===== src/rtl/muldiv_pkg.sv =====
// Shared types for the iterative multiply/divide unit: op codes, FSM states
// and the op classification helper.
package muldiv_pkg;

    typedef enum logic [2:0] {
        MD_MULT  = 3'd0,
        MD_MULTU = 3'd1,
        MD_DIV   = 3'd2,
        MD_DIVU  = 3'd3,
        MD_MTHI  = 3'd4,
        MD_MTLO  = 3'd5
    } md_op_t;

    typedef enum logic [1:0] {
        ST_IDLE,
        ST_CALC,
        ST_FIX
    } md_state_t;

    // Arithmetic ops occupy codes 0..3, so bit 2 clear identifies them.
    function automatic logic is_arith(md_op_t op);
        return !op[2];
    endfunction

endpackage


===== src/rtl/muldiv_step.sv =====
// One radix-2 iteration: shift-add for multiply, restoring trial subtract
// for divide. acc holds {partial, multiplier} or {remainder, quotient}.
module muldiv_step #(
    parameter int WIDTH = 32
) (
    input  logic [2*WIDTH-1:0] acc_i,
    input  logic [WIDTH-1:0]   opnd_i,
    input  logic               is_div_i,
    output logic [2*WIDTH-1:0] acc_o
);

    logic [WIDTH:0] sum;
    logic [WIDTH:0] rem_sh;
    logic [WIDTH:0] diff;

    always_comb begin
        sum    = {1'b0, acc_i[2*WIDTH-1:WIDTH]} + (acc_i[0] ? {1'b0, opnd_i} : '0);
        rem_sh = acc_i[2*WIDTH-1:WIDTH-1];
        diff   = rem_sh - {1'b0, opnd_i};
        if (is_div_i) begin
            // Borrow out of the trial subtract means the divisor did not fit.
            if (diff[WIDTH])
                acc_o = {rem_sh[WIDTH-1:0], acc_i[WIDTH-2:0], 1'b0};
            else
                acc_o = {diff[WIDTH-1:0], acc_i[WIDTH-2:0], 1'b1};
        end else begin
            acc_o = {sum, acc_i[WIDTH-1:1]};
        end
    end

endmodule


===== src/rtl/alu_muldiv.sv =====
// Iterative multiply/divide unit with HI/LO: signs are stripped at accept,
// WIDTH magnitude iterations run, and the FIX cycle re-applies signs.
module alu_muldiv
    import muldiv_pkg::*;
#(
    parameter int WIDTH = 32
) (
    input  logic             clk,
    input  logic             rst_n,
    input  logic             start,
    input  md_op_t           op,
    input  logic [WIDTH-1:0] a,
    input  logic [WIDTH-1:0] b,
    input  logic             flush,
    output logic             busy,
    output logic             done,
    output logic [WIDTH-1:0] hi,
    output logic [WIDTH-1:0] lo
);

    localparam int CW = $clog2(WIDTH + 1);

    md_state_t          state_q, state_d;
    logic [CW-1:0]      cnt_q, cnt_d;
    logic [2*WIDTH-1:0] acc_q, acc_d, acc_step, prod;
    logic [WIDTH-1:0]   opnd_q, opnd_d;
    logic [WIDTH-1:0]   hi_q, hi_d, lo_q, lo_d;
    logic [WIDTH-1:0]   a_mag, b_mag, quot, rem;
    logic               div_q, div_d, neg_q, neg_d, rneg_q, rneg_d;
    logic               div0_q, div0_d, done_q, done_d;
    logic               sgn, a_neg, b_neg;

    muldiv_step #(.WIDTH(WIDTH)) u_step (
        .acc_i    (acc_q),
        .opnd_i   (opnd_q),
        .is_div_i (div_q),
        .acc_o    (acc_step)
    );

    always_comb begin
        state_d = state_q;
        cnt_d   = cnt_q;
        acc_d   = acc_q;
        opnd_d  = opnd_q;
        hi_d    = hi_q;
        lo_d    = lo_q;
        div_d   = div_q;
        neg_d   = neg_q;
        rneg_d  = rneg_q;
        div0_d  = div0_q;
        done_d  = 1'b0;

        sgn   = (op == MD_MULT) || (op == MD_DIV);
        a_neg = sgn & a[WIDTH-1];
        b_neg = sgn & b[WIDTH-1];
        a_mag = a_neg ? -a : a;
        b_mag = b_neg ? -b : b;
        prod  = neg_q ? -acc_q : acc_q;
        quot  = acc_q[WIDTH-1:0];
        rem   = acc_q[2*WIDTH-1:WIDTH];

        case (state_q)
            ST_IDLE: begin
                if (start && !flush) begin
                    if (is_arith(op)) begin
                        state_d = ST_CALC;
                        cnt_d   = '0;
                        div_d   = op[1];
                        neg_d   = a_neg ^ b_neg;
                        rneg_d  = a_neg;
                        div0_d  = (b == '0);
                        acc_d   = {{WIDTH{1'b0}}, (op[1] ? a_mag : b_mag)};
                        opnd_d  = op[1] ? b_mag : a_mag;
                    end else if (op == MD_MTHI) begin
                        hi_d = a;
                    end else if (op == MD_MTLO) begin
                        lo_d = a;
                    end
                end
            end
            ST_CALC: begin
                if (flush) begin
                    state_d = ST_IDLE;
                end else begin
                    acc_d = acc_step;
                    cnt_d = cnt_q + 1'b1;
                    if (cnt_q == CW'(WIDTH - 1))
                        state_d = ST_FIX;
                end
            end
            ST_FIX: begin
                state_d = ST_IDLE;
                if (!flush) begin
                    done_d = 1'b1;
                    if (div_q) begin
                        // Remainder takes the dividend's sign, so divide-by-zero
                        // hands back the original dividend in HI.
                        lo_d = div0_q ? '1 : (neg_q ? -quot : quot);
                        hi_d = rneg_q ? -rem : rem;
                    end else begin
                        {hi_d, lo_d} = prod;
                    end
                end
            end
            default: state_d = ST_IDLE;
        endcase
    end

    always_ff @(posedge clk or negedge rst_n) begin
        if (!rst_n) begin
            state_q <= ST_IDLE;
            cnt_q   <= '0;
            acc_q   <= '0;
            opnd_q  <= '0;
            hi_q    <= '0;
            lo_q    <= '0;
            div_q   <= 1'b0;
            neg_q   <= 1'b0;
            rneg_q  <= 1'b0;
            div0_q  <= 1'b0;
            done_q  <= 1'b0;
        end else begin
            state_q <= state_d;
            cnt_q   <= cnt_d;
            acc_q   <= acc_d;
            opnd_q  <= opnd_d;
            hi_q    <= hi_d;
            lo_q    <= lo_d;
            div_q   <= div_d;
            neg_q   <= neg_d;
            rneg_q  <= rneg_d;
            div0_q  <= div0_d;
            done_q  <= done_d;
        end
    end

    assign busy = (state_q != ST_IDLE);
    assign done = done_q;
    assign hi   = hi_q;
    assign lo   = lo_q;

endmodule


===== config.mk =====
export PLATFORM = sky130hd
export DESIGN_NAME = alu_muldiv
export DESIGN_NICKNAME = d
export VERILOG_FILES = /design/src/rtl/muldiv_pkg.sv /design/src/rtl/muldiv_step.sv /design/src/rtl/alu_muldiv.sv
export SDC_FILE = /design/constraint.sdc
export NUM_CORES = 1
export LEC_CHECK = 0
export BUFFER_PORTS_ARGS = -buffer_cell sky130_fd_sc_hd__buf_2
export CAP_MARGIN = 10
export CORE_MARGIN = 3
export CORE_UTILIZATION = 37
export CTS_CLUSTER_SIZE = 20
export DETAILED_ROUTE_END_ITERATION = 8
export PLACE_DENSITY = 0.58
export SYNTH_ARGS = -nofsm -noshare
export SYNTH_HDL_FRONTEND = slang
export SYNTH_SLANG_ARGS = --single-unit

===== constraint.sdc =====
create_clock -name clk -period 5.9 [get_ports clk]
set_input_delay 0 -clock clk [delete_from_list [all_inputs] [get_ports clk]]
set_output_delay 0 -clock clk [all_outputs]
set_load 0.02 [all_outputs]

**Yosys cells after proc, flatten, opt, wreduce, memory -nomap -nowiden**

Index checks and enable logic that the tools add are counted.

- Add/sub/neg operators: 8
- Mux-type cells: 39
- Bitwise logic cells: 4
- Equal/unequal tests: 15
- Reduce and logical (&&, ||, !) cells: 14
- Multiply operators: 0
- Divide/modulo/power cells: 0
- Magnitude comparators: 0
- Shift operators: 0

Operators with widths:

| cell | number |
|---|---|
| $mux W32 | 19 |
| $mux W64 | 6 |
| $neg A32 Y32 | 4 |
| $pmux W32 S2 | 2 |
| $pmux W64 S2 | 1 |
| $neg A64 Y64 | 1 |
| $add A32 B33 Y33 | 1 |
| $sub A33 B32 Y33 | 1 |
| $logic_not A32 Y1 | 1 |
| $mux W6 | 3 |
| $ne A2 B2 Y1 const B | 8 |
| $pmux W6 S2 | 1 |
| $mux W2 | 4 |
| $add A6 B1 Y6 const B | 1 |
| $eq A3 B3 Y1 const B | 2 |
| $eq A6 B5 Y1 const B | 1 |
| $reduce_and A3 Y1 | 2 |
| $reduce_and A6 Y1 | 1 |
| $reduce_bool A2 Y1 | 3 |
| $reduce_and A5 Y1 | 1 |
| $pmux W2 S2 | 1 |
| $reduce_and A4 Y1 | 1 |
| $eq A3 B2 Y1 const B | 1 |
| $logic_not A3 Y1 | 1 |
| other kinds (11) | 13 |

- Register bits: 173
- ROM bits: 0
- Memories kept: 0
- Bits in latches: 0
- Output and inout port bits: 66
- Memory bits (writable): 0
- Logic and storage cells: 91

**Longest topological paths before layout**

Gate-level depths: netlist of run 1.

- Depth after elaboration: 8
- Gate-level depth with buffers: 14
- Depth with buffers taken out: 13

**By module**

From an unflattened synthesis of run 1, not the netlist that was laid out.

- Cells, all modules: 1907
- Area total of the unflattened synthesis: 15444.8 um^2

By module, submodules not included:

| module | area each (um^2) | sequential area each (um^2) | times used | cells an instance |
|---|---|---|---|---|
| alu_muldiv | 10854.2 | 4329.2 | 1 | 1244 |
| muldiv_step | 4590.7 | 0.0 | 1 | 663 |

**Least setup slack after synthesis of run 1**

OpenSTA, ideal clock, no wires.

- Path type: register -> register
- From: register acc_q[32]
- To: register acc_q[59]
- Arrival: 3.148 ns
- Cell stages (with the launch flop): 14
- Slack: 2.610 ns
- Library setup time: 0.142 ns
- Period minus slack after synthesis: 3.290 ns
- Required time: 5.758 ns
- Cells stage by stage: dfrtp_1 > clkbuf_1 > inv_1 > fa_1 > nand2b_1 > a21oi_1 > o2111ai_1 > a21oi_1 > o22ai_1 > o21a_1 > xnor2_2 > buf_2 > mux2i_1 > o221ai_1

- Word-level cells in the longest chain between the ends: 5
- Elaborated cells on any way between the ends: 6
- Classes of those cells: add/sub (2); mux (4)

RTL lines:

| what | RTL line | RTL |
|---|---|---|
| start, declared | alu_muldiv.sv:25 | `logic [2*WIDTH-1:0] acc_q, acc_d, acc_step, prod;` |
| start signal, assigned | alu_muldiv.sv:113 | `acc_q <= '0;` |
| start signal, assigned | alu_muldiv.sv:125 | `acc_q <= acc_d;` |
| $sub A33 B32 Y33 | muldiv_step.sv:19 | `diff = rem_sh - {1'b0, opnd_i};` |
| $mux W64 | muldiv_step.sv:22 | `if (diff[WIDTH])` |
| $mux W64 (*) | muldiv_step.sv:20 | `if (is_div_i) begin` |
| $mux W64 (*) | alu_muldiv.sv:82 | `if (flush) begin` |
| $pmux W64 S2 (*) | alu_muldiv.sv:62 | `case (state_q)` |

Mark *: on every way between the ends. The rest lies on a longest branch, timed or not. The select of a mux whose other input is x is not followed.
A chain may end at the register's enable or synchronous reset.

**Worst setup path in the final report of run 1**

- From: register acc_q[0]
- To: register acc_q[57]

- Word-level cells in the longest chain between the ends: 5

RTL lines:

| what | RTL line | RTL |
|---|---|---|
| $mux W32 | muldiv_step.sv:17 | `sum = {1'b0, acc_i[2*WIDTH-1:WIDTH]} + (acc_i[0] ? {1'b0, opnd_i} : '0);` |
| $add A32 B33 Y33 | muldiv_step.sv:17 |  |
| $mux W64 | muldiv_step.sv:20 |  |
| $mux W64 | alu_muldiv.sv:82 |  |
| $pmux W64 S2 | alu_muldiv.sv:62 |  |

Every way passes these cells. The select of a mux whose other input is x is not followed.

==> flow_metrics.tcl, run 1 <==
set metrics [dict create \
    die-area_um2 43440 \
    utilization 0.4258 \
    cp_max_fo 31 \
    die_h_um 208.4 \
    grt_start_max_net_pins 96 \
    fin_ws_ns 1.732 \
    power_switching_w 0.003590 \
    vias 15430 \
    path_clk_slew_ns 0.08 \
    yosys_warnings 0 \
    numPortBuffers 136 \
    cts_setup_buffers 0 \
    path_class "reg -> reg" \
    power_w 0.007285 \
    async_reset_ff_frac 1.000 \
    syn2layout_area_growth_pct 12.62 \
    wl_per_cell_um 22.47 \
    cts-htree-levels 4 \
    worstPathArrival_ns 4.45 \
    core_area_um2 40100 \
    maxCapViolations 0 \
    initial_core_util 0.3781 \
    clk_path_buf_depth 2 \
    io_pins 137 \
    drc_errors 0 \
    drt-pass1-iter-count 5 \
    comb_power_share 0.550 \
    fillCellCount 4032 \
    synth_seq_cells 173 \
    cts_buffers 17 \
    finalSetupViolCount 0 \
    gp_congestion 0.9470 \
    layout_common_cells "o21ai_0, nor2_1, a21oi_1, nand2_1, dfrtp_1" \
    ir_drop_uv 222.6 \
    final_common_cell "o21ai_0" \
    reg2reg_depth 11 \
    avgSynthCellArea_um2 7.824 \
    syn_nets 2080 \
    p_sw_frac 0.4928 \
    cts_tree "done" \
    ys.flop_type "dfrtp_1" \
    power_frac_seq 0.282 \
    p_int_w 0.003695 \
    overflow 0 \
    worstSetupStartpointType "flip-flop" \
    cp.required_ns 6.18 \
    cts_hold_buffers 28 \
    end_kind "flip-flop" \
    max_slew_margin 0.1335 \
    slew_violations 0 \
    synthesis.instances 1938 \
    worstHoldPathType "in -> reg" \
    drive_gt1_frac 0.1102 \
    rows 73 \
    finalHoldViolations 0 \
    clock_latency_ns 0.46 \
    antenna_cells 0 \
    fin_setup_tns_ns 0 \
    p_leak_nw 7.534 \
    cts_sinks 173 \
    worstMarginPinSlew_ns 1.298 \
    grt_usage 0.2562 \
    timing.final.crit_share 0.7064 \
    clock_skew_ns 0.01955 \
    p_clk_frac 0.169 \
    grt_pass1_wl_um 87310 \
    yosysSeqAreaShare 0.2855 \
    wirelength_um 57460 \
    root_buffer "clkbuf_16" \
    drtIter0Drc 1673 \
    cellPowerDensity_nw_per_um2 426.7 \
    synth-edff-count 0 \
    fmax_ghz 0.2399 \
    min_period_ns 4.168 \
    rsz0062_at_grt "false" \
    dp_slack_ns 1.834 \
    status "finished, final reports clean" \
    route.detailed.vias_per_inst 6.035 \
    place_hpwl_um 43880 \
    antenna_found_initial 2 \
    fin_nets 2161 \
    hold_depth 3 \
    antenna_left 0 \
    syn_area_um2 15160 \
    ys_types 74 \
    post_cts_resized 0 \
    die_width_um 208.4 \
    grt_pass1_vias 14340 \
]
[metrics by stage]
step	hold WS [ns]	area, µm²	cells
5_1_grt	0.03767	17080	2557
3_3_place_gp	0.05292	16180	2497
3_5_place_dp	0.05928	16180	2497
6_report	0.03455	17080	2557
4_1_cts	0.01328	17080	2557
2_1_floorplan	-0.2956	15160	1938
[cell type report]
cell class	count	area (µm²)	share of cell area
clock buffers	17	425.4	0.02491
clock inverters	15	190.2	0.01114
inverters	66	247.7	0.01451
multi-input cells	1576	10100	0.5915
flip-flops and latches	173	4330	0.2536
well taps	525	656.9	0.03847
repair buffers	185	1125	0.06588
[worst max-delay path, stage by stage (launching register included)]
cell      delay (ns)
dfrtp_1         0.45
inv_1           0.86
nor2_1          0.13
ha_1            0.42
a21o_1          0.23
a221oi_1        0.54
a31oi_1         0.31
o21ai_0         0.49
o31ai_1         0.14
xor2_1          0.16
a22oi_1         0.16
o21ai_0         0.10
[metal layers]
layer	up-vias	part of all wire	track usage
li1	7206	-	-
met1	7321	0.44	0.3645
met2	795	0.43	0.3881
met3	106	0.082	0.03935
met4	4	0.042	0.1051
met5	-	0.00057	0
[flip-flops by register name (all words and copies together) (netlist names)]
signal / cells
acc_q: 64
cnt_q: 6
div0_q: 1
div_q: 1
done: 1
hi: 32
lo: 32
neg_q: 1
opnd_q: 32
rneg_q: 1
state_q: 2
[cell usage after synthesis (all sizes together) (12+ instances only)]
cell | count | area [µm²]
a21o | 42 | 315.3
a211oi | 18 | 135.1
clkbuf | 107 | 441.7
o31ai | 24 | 180.2
a21oi | 190 | 950.9
nand3 | 44 | 220.2
ha | 69 | 863.3
nor3 | 34 | 170.2
xor2 | 72 | 630.6
nor2 | 192 | 723.2
inv | 63 | 236.5
o221ai | 16 | 140.1
a22oi | 20 | 150.1
xnor2 | 104 | 918.4
or3 | 20 | 126.4
nand2 | 173 | 649.4
and2 | 12 | 76.32
o211ai | 14 | 105.1
buf | 15 | 75.08
a31oi | 19 | 118.9
dfrtp | 173 | 4329
o22ai | 30 | 187.7
or4 | 13 | 105.1
mux2i | 74 | 740.7
nor4 | 21 | 156.4
o21bai | 13 | 97.59
nand2b | 26 | 162.7
o21ai | 198 | 990.9
nand4 | 16 | 100.1
and3 | 23 | 143.9
[path summary, 6_finish.rpt]
kind                          start        end  slack [ns]
max in group asynchronous     rst_n     hi[13]        4.48
min                           a[24]     lo[24]        0.03
min reg2reg                  lo[23]     lo[23]        0.48
min in group asynchronous     rst_n      lo[4]        0.09
max reg2reg                acc_q[0]  acc_q[57]        1.73
max                        acc_q[0]  acc_q[57]        1.73
[power groups by stage]
stage	Combinational [W]	Clock, W	Sequential [W]
after CTS	0.00395	0.00124	0.00203
after global placement	0.00390	0	0.00204
after detailed placement	0.00392	0	0.00205
final	0.00401	0.00123	0.00205
after floorplan	0.00286	0	0.00191
after global routing	0.00439	0.00129	0.00209
[logic make-up after synthesis]
kind of cell | Yosys count | share of synthesized area
flip-flops | 173 | 0.2855
adder cells (fa/ha/maj) | 71 | 0.05958
buffers and inverters | 189 | 0.05125
AND/OR/NAND/NOR | 600 | 0.1865
AO/OA/AOI/OAI | 649 | 0.2617
multiplexers | 80 | 0.05331
XOR/XNOR | 176 | 0.1022
(Power assumes the default switching activity.)
==> inputs of run 2 (changes only) <==
--- a/config.mk
+++ b/config.mk
@@ -11,7 +11,7 @@
 export CORE_UTILIZATION = 37
 export CTS_CLUSTER_SIZE = 20
 export DETAILED_ROUTE_END_ITERATION = 8
-export PLACE_DENSITY = 0.58
+export PLACE_DENSITY = 0.6
 export SYNTH_ARGS = -nofsm -noshare
 export SYNTH_HDL_FRONTEND = slang
 export SYNTH_SLANG_ARGS = --single-unit
==> constraint.sdc (replaced) <==
create_clock -name clk -period 3.7 [get_ports clk]
set_input_delay 0 -clock clk [delete_from_list [all_inputs] [get_ports clk]]
set_output_delay 0 -clock clk [all_outputs]
set_load 0.02 [all_outputs]
==> flow_metrics.tcl, run 2 (synthesis gave the netlist of run 1 again) <==
set metrics [dict create \
    placed_cell_area_um2 16540 \
    drc_errors 0 \
    grt_pass1_vias 14240 \
    worstSetupStartpointType "flip-flop" \
    finalInstanceArea_um2 17360 \
    dp_slack_ns 0.1683 \
    comb_power_share 0.580 \
    max_slew_margin 0.3229 \
    grt_usage 0.2553 \
    cts_sinks 173 \
    antenna_found_initial 2 \
    cp_max_fo 4 \
    finalHoldViolations 0 \
    timing.final.crit_share 0.9395 \
    root_buffer "clkbuf_16" \
    die_h_um 208.4 \
    vias 15310 \
    grt_start_max_net_pins 97 \
    power_frac_seq 0.262 \
    wirelength_um 57370 \
    core_area_um2 40100 \
    fin_ws_ns 0.2238 \
    power_switching_w 0.005670 \
    gp_congestion 0.9515 \
    worstHoldPathType "in -> reg" \
    die-area_um2 43440 \
    drive_gt1_frac 0.1314 \
    overflow 0 \
    wl_per_cell_um 22.10 \
    cts_tree "done" \
    p_int_w 0.006075 \
    clk_path_buf_depth 2 \
    antenna_left 0 \
    min_period_ns 3.476 \
    finalSetupViolCount 0 \
    cellPowerDensity_nw_per_um2 676.7 \
    cp.required_ns 4.02 \
    met2WireLength_um 24220 \
    cts-htree-levels 4 \
    wl_met3_um 4009 \
    fin_nets 2199 \
    final_common_cell "o21ai_0" \
    status "finished, final reports clean" \
    end_kind "flip-flop" \
    fin_setup_tns_ns 0 \
    layout_common_cells "o21ai_0, nor2_1, a21oi_1, nand2_1, dfrtp_1" \
    clock_skew_ns 0.01610 \
    p_clk_frac 0.157 \
    worstPathArrival_ns 3.79 \
    path_class "reg -> reg" \
    die_width_um 208.4 \
    initial_core_util 0.3781 \
    clock_latency_ns 0.46 \
    rows 73 \
    largest_register_ffs 64 \
    regMostFlops "acc_q" \
    io_pins 137 \
    ir_drop_uv 364.9 \
    maxCapViolations 0 \
    cts_buffers 17 \
    route.detailed.vias_per_inst 5.897 \
    place_hpwl_um 44540 \
    p_sw_frac 0.4827 \
    p_leak_nw 7.717 \
    drt-pass1-iter-count 6 \
    slew_violations 0 \
    wl_met1_um 27040 \
    path_clk_slew_ns 0.08 \
    rsz0062_at_grt "false" \
    worstMarginPinSlew_ns 1.016 \
    fmax_ghz 0.2877 \
    grt_pass1_wl_um 86770 \
    drtIter0Drc 1507 \
    top_layer "met5" \
    syn2layout_area_growth_pct 14.47 \
    numPortBuffers 136 \
]
-- run 2: stage by stage --
step,std cells,hold WS (ns),power (W),util
floorplan,1938,-0.2956,0.007603,-
global placement,2542,0.1857,0.009682,0.4125
detailed placement,2542,0.1715,0.009716,0.4125
CTS,2595,0.001763,0.01160,0.4322
global route,2595,0.01071,0.01252,0.4328
finish,2596,0.01245,0.01174,0.4328
-- run 2: area by class of cell --
cell class,instances,area (µm²)
fill,4068,22740
multi-input combinational,1576,10120
sequential,173,4330
timing repair buffer,223,1418
tap,525,656.9
clock buffer,21,470.5
inverter,66,251.5
clock inverter,11,108.9
antenna,1,2.502
-- run 2: critical path, stage by stage, from the launching register on --
cell and delay (ns):
dfrtp_1 0.43, and2_1 0.15, ha_1 0.20, inv_1 0.07
fa_1 0.38, nand2b_1 0.21, a21oi_1 0.23, o2111ai_1 0.26
a31oi_1 0.41, o21bai_1 0.15, a31o_2 0.30, o21ai_0 0.17
buf_4 0.15, xnor2_1 0.11, o221ai_1 0.12
-- run 2: what timing repair did --
item                                    4_1_cts  5_1_grt
endpoints found under the setup margin        0       21
hold buffers                                 21        0
hold endpoints to repair                    121        0
gates resized for setup                       0        5
buffers inserted                              0        0
-- run 2: layer usage --
| layer | up-vias | global-route usage |
|---|---|---|
| met5 | - | 0 |
| met4 | 4 | 0.09509 |
| met3 | 97 | 0.04358 |
| met2 | 641 | 0.3779 |
| met1 | 7313 | 0.3719 |
| li1 | 7254 | - |
-- run 2: power by group through the flow --
| stage | clock (W) | combinational, W | sequential (W) |
|---|---|---|---|
| 4_1_cts | 0.00186 | 0.00668 | 0.00306 |
| 3_5_place_dp | 0 | 0.00662 | 0.00309 |
| 2_1_floorplan | 0 | 0.00456 | 0.00304 |
| 3_3_place_gp | 0 | 0.00661 | 0.00307 |
| 5_1_grt | 0.00193 | 0.00744 | 0.00315 |
| 6_report | 0.00185 | 0.00682 | 0.00308 |
-- run 2: final timing paths --
path                            startpoint         end  slack (ns)  depth (start not counted)
worst max register to register    acc_q[0]   acc_q[59]        0.22                         14
worst min-delay path                 a[21]      hi[21]        0.01                          3
worst max-delay path              acc_q[0]   acc_q[59]        0.22                         14
max in group asynchronous            rst_n  opnd_q[20]        2.42                          3
min in group asynchronous            rst_n    acc_q[3]        0.20                          2
worst min register to register      hi[21]      hi[21]        0.48                          2
==> inputs of run 3 (changes only) <==
--- a/config.mk
+++ b/config.mk
@@ -11,7 +11,7 @@
 export CORE_UTILIZATION = 37
 export CTS_CLUSTER_SIZE = 20
 export DETAILED_ROUTE_END_ITERATION = 8
-export PLACE_DENSITY = 0.6
+export PLACE_DENSITY = 0.58
 export SYNTH_ARGS = -nofsm -noshare
 export SYNTH_HDL_FRONTEND = slang
 export SYNTH_SLANG_ARGS = --single-unit
==> constraint.sdc (replaced) <==
create_clock -name clk -period 3.56 [get_ports clk]
set_input_delay 0 -clock clk [delete_from_list [all_inputs] [get_ports clk]]
set_output_delay 0 -clock clk [all_outputs]
set_load 0.02 [all_outputs]
==> flow_metrics.tcl, run 3 (synthesis gave the netlist of run 1 again) <==
set metrics [dict create \
    cts_setup_buffers 0 \
    worstHoldPathType "in -> reg" \
    gp_congestion 0.9518 \
    drtIter0Drc 1476 \
    maxCapViolations 0 \
    cts_tree "done" \
    core_area_um2 40100 \
    max_slew_margin 0.2881 \
    cellPowerDensity_nw_per_um2 708.4 \
    die_width_um 208.4 \
    fin_nets 2215 \
    status "finished, final reports clean" \
    fin_ws_ns 0.1993 \
    p_leak_nw 7.810 \
    clock_latency_ns 0.45 \
    cts-htree-levels 4 \
    cts_sinks 173 \
    path_clk_slew_ns 0.08 \
    route.detailed.vias_per_inst 5.912 \
    worstPathArrival_ns 3.70 \
    wirelength_um 57900 \
    io_pins 137 \
    layout_common_cells "o21ai_0, nor2_1, a21oi_1, nand2_1, dfrtp_1" \
    multi_input_area_um2 10110 \
    worstSetupStartpointType "flip-flop" \
    place_hpwl_um 45340 \
    rows 73 \
    die_h_um 208.4 \
    antenna_left 0 \
    syn2layout_area_growth_pct 15.32 \
    fin_setup_tns_ns 0 \
    min_period_ns 3.361 \
    antenna_found_initial 2 \
    drive_gt1_frac 0.1366 \
    ff_latch_area_um2 4330 \
    crit_chain "inv_1, ha_1, fa_1, nand2b_1, a21oi_2, o2111ai_1, a21oi_1, o22ai_1, o21a_1, xnor2_4, buf_12, mux2_2, o221ai_1" \
    timing.final.crit_share 0.9440 \
    dp_slack_ns 0.1602 \
    slowest_stage "fa_1" \
    die-area_um2 43440 \
    regMostFlops "acc_q" \
    worstMarginPinSlew_ns 1.067 \
    numPortBuffers 136 \
    ir_drop_uv 370.1 \
    drc_errors 0 \
    cp.required_ns 3.90 \
    crit_path_max_incr_delay_ns 0.41 \
    grt_usage 0.2572 \
    finalHoldViolations 0 \
    fmax_ghz 0.2976 \
    end_kind "flip-flop" \
    final_common_cell "o21ai_0" \
    initial_core_util 0.3781 \
    root_buffer "clkbuf_16" \
    clock_skew_ns 0.01552 \
    rsz0062_at_grt "true" \
    clk_path_buf_depth 2 \
    wl_per_cell_um 22.17 \
    overflow 0 \
    cts_buffers 17 \
    antenna_cells 0 \
    vias 15440 \
    path_class "reg -> reg" \
    drt-pass1-iter-count 8 \
    cp_max_fo 14 \
    fillCellCount 4040 \
    grt_pass1_wl_um 87620 \
    largest_register_ffs 64 \
    grt_pass1_vias 14430 \
    finalSetupViolCount 0 \
    grt_start_max_net_pins 95 \
    slew_violations 0 \
]
## run 3: cell types whose count changed in the layout (fill, tap and decap cells not counted), moves of 3 or more
cell        before  now
buf_4           64   78
clkinvlp_4       5    0
inv_8            0    5
clkbuf_8         3    0
clkinv_4         1    4
## run 3: final cells by class
cell class              instances  share of cell area
clock buffers                  17             0.02433
clock inverters                15            0.009445
multi-input cells            1576              0.5780
well taps                     525             0.03757
flip-flops and latches        173              0.2477
repair buffers                239             0.08880
inverters                      66             0.01417
## run 3: metrics by stage
step | utilization | hold slack (ns) | total power, W | instance area [µm²] | std cells
floorplan | - | -0.2956 | 0.007902 | 15160 | 1938
finish | 0.4361 | 0.006600 | 0.01239 | 17490 | 2611
CTS | 0.4358 | 0.0008084 | 0.01226 | 17480 | 2611
global route | 0.4361 | 0.01654 | 0.01323 | 17490 | 2611
detailed placement | 0.4156 | 0.1216 | 0.01025 | 16660 | 2557
global placement | 0.4156 | 0.1204 | 0.01021 | 16660 | 2557
## run 3: metal layers
layer | share of wire | GRT usage | routed length [µm]
met5 | 0.00041 | 0 | 24
met4 | 0.026 | 0.07696 | 1505
met1 | 0.45 | 0.3687 | 25930
met2 | 0.45 | 0.4012 | 25830
met3 | 0.079 | 0.03830 | 4602
## run 3: report_power, final
group	leakage (nW)	switching, W	internal, W
combinational	5.36	0.00426	0.00292
clock	0.293	0.000980	0.00101
sequential	2.16	0.000755	0.00247
total	7.81	0.00599	0.00639
## run 3: worst paths after layout
kind | to | cells after the start | startpoint | slack, ns
max | acc_q[32] | 13 | acc_q[31] | 0.20
min | hi[27] | 3 | a[27] | 0.007
max reg2reg | acc_q[32] | 13 | acc_q[31] | 0.20
min reg2reg | hi[20] | 2 | hi[20] | 0.48
max in group asynchronous | opnd_q[6] | 3 | rst_n | 2.42
min in group asynchronous | lo[6] | 2 | rst_n | 0.19
## run 3: worst max-delay path: cells and delay by family (launching register included)
kind	cells	cell delay, ns
DFF	1	0.37
adders and majority gates	2	0.64
buffers and inverters	2	0.28
xor gates and xnor gates	1	0.24
AOI/OAI and AO/OA	6	1.17
and+or+nand+nor	1	0.20
muxes	1	0.34
## run 3: repair_timing
action / in CTS / in global routing
hold buffers: 22 / 0
endpoints found under the hold margin: 106 / 0
gates resized for setup: 0 / 2
setup endpoints to repair: 0 / 15
